<file path="src/rtl/sync_corr_locker.sv">
// sync_corr_locker: sliding-window sync-marker correlator with SEARCH/VERIFY/LOCK
// frame acquisition, flywheel tolerance and polarity correction of the bit stream.
module sync_corr_locker #(
   parameter logic [63:0] SYNC_WORD  = 64'h1ACFFC1D,
   parameter int unsigned SYNC_LEN   = 32,
   parameter int unsigned FRAME_BITS = 8192,
   parameter int unsigned THRESH     = 29,
   parameter int unsigned VERIFY_CNT = 2,
   parameter int unsigned FLYWHEEL   = 3,
   localparam int unsigned CW = $clog2(SYNC_LEN + 1)
) (
   input  logic          clk,
   input  logic          sys_rst,
   input  logic          bit_in,
   input  logic          valid_in,
   output logic          valid_out,
   output logic          bit_out,
   output logic          frame_start,
   output logic          locked,
   output logic          inverted,
   output logic [CW-1:0] corr_val
);
   localparam int unsigned PW = $clog2(FRAME_BITS);
   localparam int unsigned HW = $clog2(VERIFY_CNT + 1);
   localparam int unsigned MW = $clog2(FLYWHEEL + 2);

   typedef enum logic [1:0] {SEARCH, VERIFY, LOCK} state_t;

   state_t                r_st;
   logic [SYNC_LEN-2:0]   r_win;
   logic [CW-1:0]         r_fill;
   logic [PW-1:0]         r_pos;
   logic [HW-1:0]         r_hits;
   logic [MW-1:0]         r_miss;
   logic                  r_vout, r_bout, r_fs, r_locked, r_inv;
   logic [CW-1:0]         r_cv;

   logic [SYNC_LEN-1:0]   w_win, w_x;
   logic [CW-1:0]         w_m, w_mi;
   logic                  w_full, w_mt, w_mit, w_acq, w_inv_nx, w_hit, w_bnd;
   logic [PW-1:0]         w_pos_nx;

   // window includes the bit being presented this cycle
   assign w_win = {r_win, bit_in};
   assign w_x   = w_win ^ SYNC_WORD[SYNC_LEN-1:0];

   always_comb begin
      w_mi = '0;
      for (int k = 0; k < SYNC_LEN; k++) w_mi = w_mi + CW'(w_x[k]);
   end

   assign w_m      = CW'(SYNC_LEN) - w_mi;
   assign w_full   = r_fill >= CW'(SYNC_LEN - 1);
   assign w_mt     = w_full && (w_m >= CW'(THRESH));
   assign w_mit    = w_full && (w_mi >= CW'(THRESH));
   assign w_acq    = (r_st == SEARCH) && (w_mt || w_mit);
   assign w_inv_nx = w_acq ? !w_mt : r_inv;
   assign w_hit    = r_inv ? w_mit : w_mt;
   assign w_bnd    = r_pos == PW'(FRAME_BITS - 1);
   assign w_pos_nx = w_bnd ? '0 : r_pos + PW'(1);

   always_ff @(posedge clk or posedge sys_rst) begin
      if (sys_rst) begin
         r_st     <= SEARCH;
         r_win    <= '0;
         r_fill   <= '0;
         r_pos    <= '0;
         r_hits   <= '0;
         r_miss   <= '0;
         r_vout   <= 1'b0;
         r_bout   <= 1'b0;
         r_fs     <= 1'b0;
         r_locked <= 1'b0;
         r_inv    <= 1'b0;
         r_cv     <= '0;
      end else begin
         r_vout <= valid_in;
         r_fs   <= 1'b0;
         if (valid_in) begin
            r_win  <= w_win[SYNC_LEN-2:0];
            r_fill <= (r_fill == CW'(SYNC_LEN)) ? r_fill : r_fill + CW'(1);
            r_cv   <= (w_m >= w_mi) ? w_m : w_mi;
            r_bout <= bit_in ^ w_inv_nx;
            r_inv  <= w_inv_nx;
            case (r_st)
               SEARCH: if (w_acq) begin
                  r_pos    <= '0;
                  r_hits   <= HW'(1);
                  r_miss   <= '0;
                  r_st     <= (VERIFY_CNT == 1) ? LOCK : VERIFY;
                  r_locked <= VERIFY_CNT == 1;
                  r_fs     <= VERIFY_CNT == 1;
               end
               VERIFY: begin
                  r_pos <= w_pos_nx;
                  if (w_bnd && w_hit) begin
                     r_hits <= r_hits + HW'(1);
                     if (r_hits == HW'(VERIFY_CNT - 1)) begin
                        r_st     <= LOCK;
                        r_locked <= 1'b1;
                        r_fs     <= 1'b1;
                        r_miss   <= '0;
                     end
                  end else if (w_bnd) r_st <= SEARCH;
               end
               LOCK: begin
                  r_pos <= w_pos_nx;
                  if (w_bnd) begin
                     r_miss <= w_hit ? '0 : r_miss + MW'(1);
                     if (!w_hit && r_miss >= MW'(FLYWHEEL)) begin
                        r_st     <= SEARCH;
                        r_locked <= 1'b0;
                     end else r_fs <= 1'b1;
                  end
               end
               default: r_st <= SEARCH;
            endcase
         end
      end
   end

   assign valid_out   = r_vout;
   assign bit_out     = r_bout;
   assign frame_start = r_fs;
   assign locked      = r_locked;
   assign inverted    = r_inv;
   assign corr_val    = r_cv;
endmodule

</file>
<file path="config.mk">
export PLATFORM = sky130hd
export DESIGN_NAME = sync_corr_locker
export DESIGN_NICKNAME = d
export VERILOG_FILES = /design/src/rtl/sync_corr_locker.sv
export SDC_FILE = /design/constraint.sdc
export NUM_CORES = 1
export LEC_CHECK = 0
export ABC_AREA = 0
export BUFFER_PORTS_ARGS = -buffer_cell sky130_fd_sc_hd__buf_4
export CAP_MARGIN = 20
export CORE_MARGIN = 8
export CORE_UTILIZATION = 50
export DETAILED_ROUTE_END_ITERATION = 6
export PLACE_DENSITY = 0.71
export SLEW_MARGIN = 20
export SYNTH_ARGS = -nofsm -noshare
export SYNTH_HDL_FRONTEND = slang
export SYNTH_SLANG_ARGS = --single-unit
</file>
<file path="constraint.sdc">
create_clock -name clk -period 6.3 [get_ports clk]
set_input_delay 0.945 -clock clk [delete_from_list [all_inputs] [get_ports clk]]
set_output_delay 0.945 -clock clk [all_outputs]
set_load 0.03 [all_outputs]
</file>
### Word-level counts from Yosys, hierarchy flattened

Index checks and enable logic that the tools add are counted.

| word-level totals | value |
|---|---|
| output and inout port bits | 11 |
| input port bits | 4 |
| flip-flop bits (word level) | 68 |
| logic and storage cells | 120 |

| cells by class | value |
|---|---|
| bitwise gates (word level) | 3 |
| muxes and demuxes | 33 |
| reductions and logical operators | 19 |
| add/subtract/negate cells | 36 |
| magnitude comparators | 5 |
| equal/unequal tests | 12 |

Operators by type and width:

| kind | number |
|---|---|
| $add 6x1->6 | 26 |
| $mux 13 | 2 |
| $pmux 13 s2 | 1 |
| $not 19->19 | 1 |
| $ge 6x5->1 const B | 3 |
| $mux 3 | 5 |
| $mux 2 | 7 |
| $add 13x1->13 const B | 1 |
| $eq 13x13->1 const B | 1 |
| $mux 1 | 12 |
| $reduce_and 6->1 | 2 |
| $ne 2x2->1 const B | 5 |
| $pmux 3 s3 | 1 |
| $reduce_and 7->1 | 1 |
| $add 5x1->6 | 1 |
| $add 6x1->6 const B | 1 |
| $eq 6x6->1 const B | 1 |
| $ge 6x6->1 | 1 |
| $mux 6 | 1 |
| $ne 3x3->1 const B | 2 |
| $pmux 2 s3 | 1 |
| $sub 6x6->6 const A | 1 |
| $add 4x1->5 | 1 |
| $logic_and 1x1->1 | 5 |
| 22 further kinds | 25 |

### Longest topological paths before layout

Gate-level depths: netlist (run 1).

| logic depth | value |
|---|---|
| depth after elaboration | 42 |
| gate-level depth with buffers | 26 |
| depth with buffers taken out | 25 |

### Worst setup path after synthesis (run 1)

No wires, ideal clock.

| timing | value |
|---|---|
| path type | input-to-reg |
| start point | input port bit_in |
| end point | register r_st[0] |
| arrival time | 7.372 ns |
| path slack | -1.198 ns |
| stages on the path | 25 |
| required time | 6.175 ns |
| cells stage by stage | inv_1 fa_1 inv_1 fa_1 fa_1 inv_1 fa_1 fa_1 inv_1 fa_1 inv_1 ha_1 inv_1 fa_1 nand2b_1 a21oi_2 xor2_2 inv_1 ha_1 a211oi_1 and3_4 a211oi_1 or4_1 o311ai_2 mux2_4 |

| on the way | value |
|---|---|
| cells in the longest elaborated chain, start to end | 40 |
| elaborated cells between the ends (all ways) | 50 |

RTL lines:

| element | line | RTL |
|---|---|---|
| from (decl) | 14 | `input logic bit_in,` |
| $not 19->19 (no line) (*) | -- |  |
| $add 1x1->2 (*) | 49 | `for (int k = 0; k < SYNC_LEN; k++) w_mi = w_mi + CW'(w_x[k]);` |
| $add 2x1->3 (*) | 49 |  |
| $add 3x1->4 (*) | 49 |  |
| $add 4x1->5 (*) | 49 |  |
| $add 5x1->6 (*) | 49 |  |
| $add 6x1->6 (*) (26 in a row) | 49 |  |
| $sub 6x6->6 | 52 | `assign w_m = CW'(SYNC_LEN) - w_mi;` |
| $ge 6x5->1 | 54 | `assign w_mt = w_full && (w_m >= CW'(THRESH));` |
| $logic_and 1x1->1 | 54 |  |
| $mux 1 | 58 | `assign w_hit = r_inv ? w_mit : w_mt;` |
| $logic_not 1->1 | 110 | `if (!w_hit && r_miss >= MW'(FLYWHEEL)) begin` |
| $logic_and 1x1->1 | 110 |  |
| $ne 2x2->1 (no line) | -- |  |
| $reduce_and 6->1 (no line) | -- |  |
| to (signal assigned) | 90 | `r_st <= (VERIFY_CNT == 1) ? LOCK : VERIFY;` |
| to (decl) | 29 | `state_t r_st;` |

Mark *: on every way between the ends. The rest lies on a longest branch, timed or not.
A chain may end at the register's enable or synchronous reset.

### Worst setup path after layout (run 1)

Same ends and word-level chain as after synthesis.

==> reports/qor.yml, run 1 <==
hold_path_class: "register to register"
dr.pass1.iters: 4
syn_nets: 468
detail_route.wl_per_cell_um: 16.10
timing.critical_path.buf_inv: 8
tightest_slew_margin_relative_to_the_limit_pct: 31.91
hold_viol_final: 0
synth.cell_area_mm2: 0.004284
post_synth.cell_area_avg_um2: 10.22
pin_count: 15
clk_path_buf_depth: 2
timing.critical_path.required_ns: 6.53
die_h_um: 108.6
holdPathEnd: "r_win[15]"
insertedDiodeCount: 0
finalClockSkew_ns: 0.01436
area_growth_syn_to_layout_pct: 32.42
detail_route.iter0.violations: 138
antenna_found_initial: 0
cp-end-kind: "register"
rr_startpoint: "r_win[9]"
synth.yosys.seq_area_share_pct: 39.72
r2r_end: "r_st[0]"
cts-buffers-inserted: 9
post_synth_edffs: 0
hold_buffers_post_cts: 0
most_common_flop_cell_mapped_by_yosys: "sky130_fd_sc_hd__dfrtp_1"
clock_sink_count: 68
worst_hold_path.num_cells: 2
worst_r2r_path_depth: 25
report.final.slew_viol_count: 0
critical_path.slowest_cell: "sky130_fd_sc_hd__fa_1"
max_clock_freq_mhz: 148.4
finalSetupViolCount: 27
holdWs_ns: 0.4892
post-dp-hpwl_um: 6367
grtUsageTotal_pct: 17.71
clk_pin_slew_worst_paths_ns: 0.08
initial_core_util_pct: 51.88
grt_overflow: 0
clock_tree_from_tritoncts: "built"
critical_path_class: "primary input to register"
layout-drive-gt1-share_pct: 38.43
violations: "negative setup slack"
worst_skew_pair_latency_ns: 0.34
grt_setup_unrepaired: "true"
fp-row-count: 33
drc: 0
path_delay_family: "adder cells"
first_pass_grt_wire_length_um: 16620
cts_root_buf: "sky130_fd_sc_hd__clkbuf_8"
detailroute.via_count: 3398
status: "finished with violations"
ant_nets: 0
fin_ws_ns: -0.4399
critical_path_peak_fanout: 2
avgViaCountPerCell: 5.525
crit_arrival_ns: 6.97
timing.max_cap.violations: 0
min-delay-start: "r_win[14]"
worst-slew-pin-transition_ns: 1.008
port_buffers: 14
die_area_mm2: 0.01179
cts.htree.levels: 3
synth.lib_cells_used.distinct: 66
number_of_global_route_vias_before_repair: 3551
layout_worst_path_cycle_share_pct: 107.0
worst_setup_path_start_kind: "primary input"
fraction_of_registers_with_async_set_or_reset_after_synthesis_pct: 100.0
drt_wl_total_um: 9904
nets: 554
setup.reg_to_reg.worst_slack_ns: -0.21
place_congestion: 0.8435
path_common_cell: "sky130_fd_sc_hd__fa_1"
slowest_delay_ns: 0.51
design.core.area_mm2: 0.008258
ys.warnings.count: 0
die_x_um: 108.6
grt_start_max_net_pins: 69
post-route-min-period_ns: 6.740
fillerInstances: 587
synth.ff_latch_count: 68
syn-instance-count: 419
-- repair_timing --
action | 4_1_cts | 5_1_grt
cloned | 1 | 0
endpoints found under the hold margin | 0 | 0
resized for setup | 48 | 27
pin swaps | 28 | 18
setup buffers | 15 | 13
endpoints found under the setup margin | 27 | 28
-- final cells by class --
cell class / instances / area (um^2) / area share (%)
sequential: 68 / 1702 / 30.00
clock inverter: 5 / 83.83 / 1.478
clock buffer: 11 / 151.4 / 2.669
multi-input combinational: 281 / 2659 / 46.87
inverter: 59 / 229.0 / 4.036
timing repair buffer: 86 / 716.9 / 12.64
tap: 105 / 131.4 / 2.316
-- state kept, by name, indices dropped and copies added, names as in the netlist, 2 cells and up --
register,cells
corr_val,6
r_hits,2
r_miss,3
r_pos,13
r_fill,6
r_st,2
r_win,31
-- layout by cell type, fill, tap and decap left out, drive strengths merged, types with 2 or more instances in the layout --
| cell type | netlist | final |
|---|---|---|
| clkinvlp | 0 | 2 |
| or3 | 2 | 2 |
| o21ai | 40 | 41 |
| o21a | 3 | 3 |
| a41oi | 2 | 2 |
| a211oi | 3 | 3 |
| nor3 | 9 | 9 |
| inv | 59 | 59 |
| nand2 | 36 | 36 |
| o31ai | 7 | 7 |
| fa | 24 | 24 |
| nand4 | 4 | 4 |
| and2 | 3 | 3 |
| dfrtp | 68 | 68 |
| bufinv | 0 | 2 |
| a21oi | 13 | 13 |
| a211o | 4 | 4 |
| or4 | 2 | 2 |
| nand3 | 16 | 16 |
| nand2b | 2 | 2 |
| a31oi | 4 | 4 |
| buf | 4 | 86 |
| ha | 21 | 21 |
| and3 | 8 | 8 |
| xor2 | 4 | 4 |
| mux2 | 23 | 23 |
| clkbuf | 7 | 11 |
| nor2 | 22 | 22 |
| or2 | 2 | 2 |
| xnor2 | 6 | 6 |
-- logic make-up (layout without fill, tap and decap cells) --
logic type | after synthesis | after routing | share of synthesized area, %
simple gates | 110 | 110 | 12.88
compound gates | 91 | 92 | 14.63
buf+inv | 71 | 161 | 6.659
flops | 68 | 68 | 39.72
fa+ha+maj | 45 | 45 | 17.35
mux | 24 | 24 | 6.367
xor+xnor | 10 | 10 | 2.395
-- through the flow --
step	setup WS (ns)	utilization, %	std cells	cell area (um^2)	TNS, ns
after global placement	-0.8595	59.67	574	4927	-15.65
after floorplan	-0.8124	-	419	4404	-7.950
after detailed placement	-0.9975	59.67	574	4927	-19.04
after global routing	-0.6364	68.70	615	5673	-12.77
after CTS	-0.4005	66.41	605	5484	-6.537
final	-0.4399	68.70	615	5673	-6.738
-- tightest hold or removal path: cells and delay by family, from the launching register on --
kind               cells  cell delay (ns)
AOI/OAI and AO/OA      1             0.06
DFF                    1             0.35
and+or+nand+nor        1             0.05
-- metal layers --
layer / track usage [%] / part of all wire [%] / vias to the layer above
met5: 0 / 0 / -
met4: 5.963 / 1.1 / 0
met3: 2.915 / 3.8 / 13
met2: 29.99 / 52 / 76
met1: 22.47 / 43 / 1704
li1: - / - / 1605
-- how the worst max path moves through the flow --
stage	slack [ns]	start	to	cells past startpoint
floorplan	-0.81	bit_in	r_st[0]	25
CTS	-0.40	bit_in	r_st[0]	26
global route	-0.64	bit_in	r_st[0]	26
global placement	-0.86	bit_in	r_st[0]	23
detailed placement	-1.0	bit_in	r_st[0]	23
finish	-0.44	bit_in	r_st[0]	26
-- Yosys cell counts (all sizes together), types with 2 or more instances --
cell,number,area [um^2]
and3,8,56.31
nor3,9,45.04
o21a,3,22.52
xnor2,6,52.55
a41oi,2,17.52
fa,24,480.5
a211oi,3,22.52
o21ai,40,207.7
nand2b,2,12.51
mux2,23,262.8
inv,59,221.5
or4,2,18.77
buf,4,16.26
o31ai,7,66.31
dfrtp,68,1702
clkbuf,7,36.28
a211o,4,35.03
a21oi,13,91.34
nor2,22,90.09
ha,21,262.8
xor2,4,50.05
or2,2,12.52
nand4,4,25.02
nand2,36,135.1
a31oi,4,25.02
and2,3,21.27
nand3,16,92.59
or3,2,13.77
Power of run 1 is left out: the tool's default activity adds up to more than one toggle a clock period on the data nets, which glitch-free logic cannot reach.
==> run 2, diff against run 1 <==
CORE_MARGIN = 2   (was 8)
SKIP_LAST_GASP = 1   (was unset)
SLEW_MARGIN = unset   (was 20)
==> reports/qor.yml, run 2 (synthesis results as in run 1) <==
status: "finished with violations"
violations: "negative setup slack"
hold_path_class: "register to register"
die_h_um: 96.57  # -11%
port_buffers: 14  # unchanged
place_congestion: 0.8597  # +1.9%
max_clock_freq_mhz: 150.0  # +1.1%
cts.htree.levels: 3  # unchanged
worst_skew_pair_latency_ns: 0.35  # about the same
antenna_found_initial: 0  # unchanged
drc: 0  # unchanged
timing.critical_path.required_ns: 6.54  # about the same
nets: 543  # -2.0%
top_regs: "r_win x31, r_pos x13"
clock_sink_count: 68  # unchanged
grt_util_met1_pct: 28.58  # +6.1 points
grt_start_max_net_pins: 69  # unchanged
finalClockSkew_ns: 0.009633  # -0.004724 ns
globalRouteMet3Util_pct: 5.741  # +2.8 points
cp-end-kind: "register"
cts_root_buf: "sky130_fd_sc_hd__clkbuf_8"
cts-buffers-inserted: 9  # unchanged
grt_overflow: 0  # unchanged
grt_setup_unrepaired: "true"
largest_register_ff_count: 31  # unchanged
avgViaCountPerCell: 5.474  # -0.92%
hold_viol_final: 0  # unchanged
timing.max_cap.violations: 0  # unchanged
layout-drive-gt1-share_pct: 34.54  # -3.9 points
fp-row-count: 33  # unchanged
critical_path.slowest_cell: "sky130_fd_sc_hd__fa_1"
top_usage_layer: "met2"
number_of_global_route_vias_before_repair: 3412  # -3.9%
grtUsageTotal_pct: 22.32  # +4.6 points
crit_arrival_ns: 6.90  # -0.07 ns
detail_route.iter0.violations: 128  # -7.2%
ant_nets: 0  # unchanged
detailroute.via_count: 3301  # -2.9%
mostFrequentLayoutCell: "sky130_fd_sc_hd__dfrtp_1"
layout_worst_path_cycle_share_pct: 105.8  # -1.2 points
finalSetupViolCount: 27  # unchanged
worst-slew-pin-transition_ns: 0.9218  # -0.08622 ns
die_area_mm2: 0.009325  # -21%
initial_core_util_pct: 51.88  # unchanged
clk_pin_slew_worst_paths_ns: 0.08  # about the same
tightest_slew_margin_relative_to_the_limit_pct: 37.74  # +5.8 points
slowest_delay_ns: 0.51  # about the same
drt_wl_total_um: 9375  # -5.3%
hold_buffers_post_cts: 0  # unchanged
fin_setup_tns_ns: -4.665  # +2.072 ns
critical_path_peak_fanout: 3  # +1
post-dp-hpwl_um: 6178  # -3.0%
detail_route.wl_per_cell_um: 15.55  # -3.5%
area_growth_syn_to_layout_pct: 29.15
critical_path_class: "primary input to register"
fin_ws_ns: -0.3646  # +0.07526 ns
final_cell_mix: "68 x sky130_fd_sc_hd__dfrtp_1, 65 x sky130_fd_sc_hd__buf_4, 55 x sky130_fd_sc_hd__inv_1, 35 x sky130_fd_sc_hd__nand2_1, 24 x sky130_fd_sc_hd__o21ai_0"
die_x_um: 96.57  # -11%
clk_path_buf_depth: 2  # unchanged
regMostFlops: "r_win"
groute.layer.met2.usage_pct: 37.67  # +7.7 points
path_common_cell: "sky130_fd_sc_hd__fa_1"
clock_tree_from_tritoncts: "built"
post-route-min-period_ns: 6.665  # -0.07525 ns
insertedDiodeCount: 0  # unchanged
worst_setup_path_start_kind: "primary input"
dr.pass1.iters: 4  # unchanged
pin_count: 15  # unchanged
design.core.area_mm2: 0.008258  # unchanged
report.final.slew_viol_count: 0  # unchanged
first_pass_grt_wire_length_um: 15700  # -5.6%
==> run 2: metal layers <==
metal,part of all wire (%),vias to the layer above
li1,-,1572
met5,0,-
met2,50,55
met1,45,1662
met4,1.3,0
met3,3.2,12
==> run 2: final cells by class <==
class | instances | area, um^2
clock inverters | 4 | 72.57
multi-input cells | 280 | 2605
inverters | 59 | 229.0
flip-flops and latches | 68 | 1702
fillers | 617 | 2725
clock buffers | 11 | 151.4
repair buffers | 76 | 641.9
well taps | 105 | 131.4
==> run 2: path summary, 6_finish.rpt <==
kind / endpoint / from / cells after the start / slack (ns)
min reg2reg: r_win[15] / r_win[14] / 2 / 0.49
min in group asynchronous: r_win[14] / sys_rst / 3 / 0.85
max: r_st[0] / bit_in / 26 / -0.36
min: r_win[15] / r_win[14] / 2 / 0.49
max in group asynchronous: inverted / sys_rst / 3 / 4.87
max reg2reg: r_st[0] / r_win[9] / 25 / -0.16
==> run 2: critical path, delay by kind of cell <==
| family | cells | cell delay (ns) |
|---|---|---|
| AO/OA/AOI/OAI | 4 | 0.66 |
| adder cells (fa/ha/maj) | 9 | 3.55 |
| XOR/XNOR | 1 | 0.18 |
| buffers and inverters | 8 | 0.44 |
| multiplexers | 1 | 0.33 |
| AND/OR/NAND/NOR | 3 | 0.80 |
==> run 2: stage by stage <==
stage          util, %  setup slack, ns  instances  hold WS [ns]  cell area, um^2
5_1_grt          67.00          -0.6142        603        0.5220             5533
3_5_place_dp     59.76          -0.8984        575        0.4805             4935
3_3_place_gp     59.76          -0.8550        575        0.4773             4935
4_1_cts          64.83          -0.3475        598        0.4954             5354
6_report         67.00          -0.3646        603        0.4913             5533
2_1_floorplan        -          -0.8124        419        0.4488             4404
==> run 2: timing repair <==
action / in CTS / in global routing
setup endpoints to repair: 28 / 28
pin swaps: 15 / 15
resized for setup: 27 / 23
setup buffers: 8 / 6
Power of run 2 is left out for the same reason.
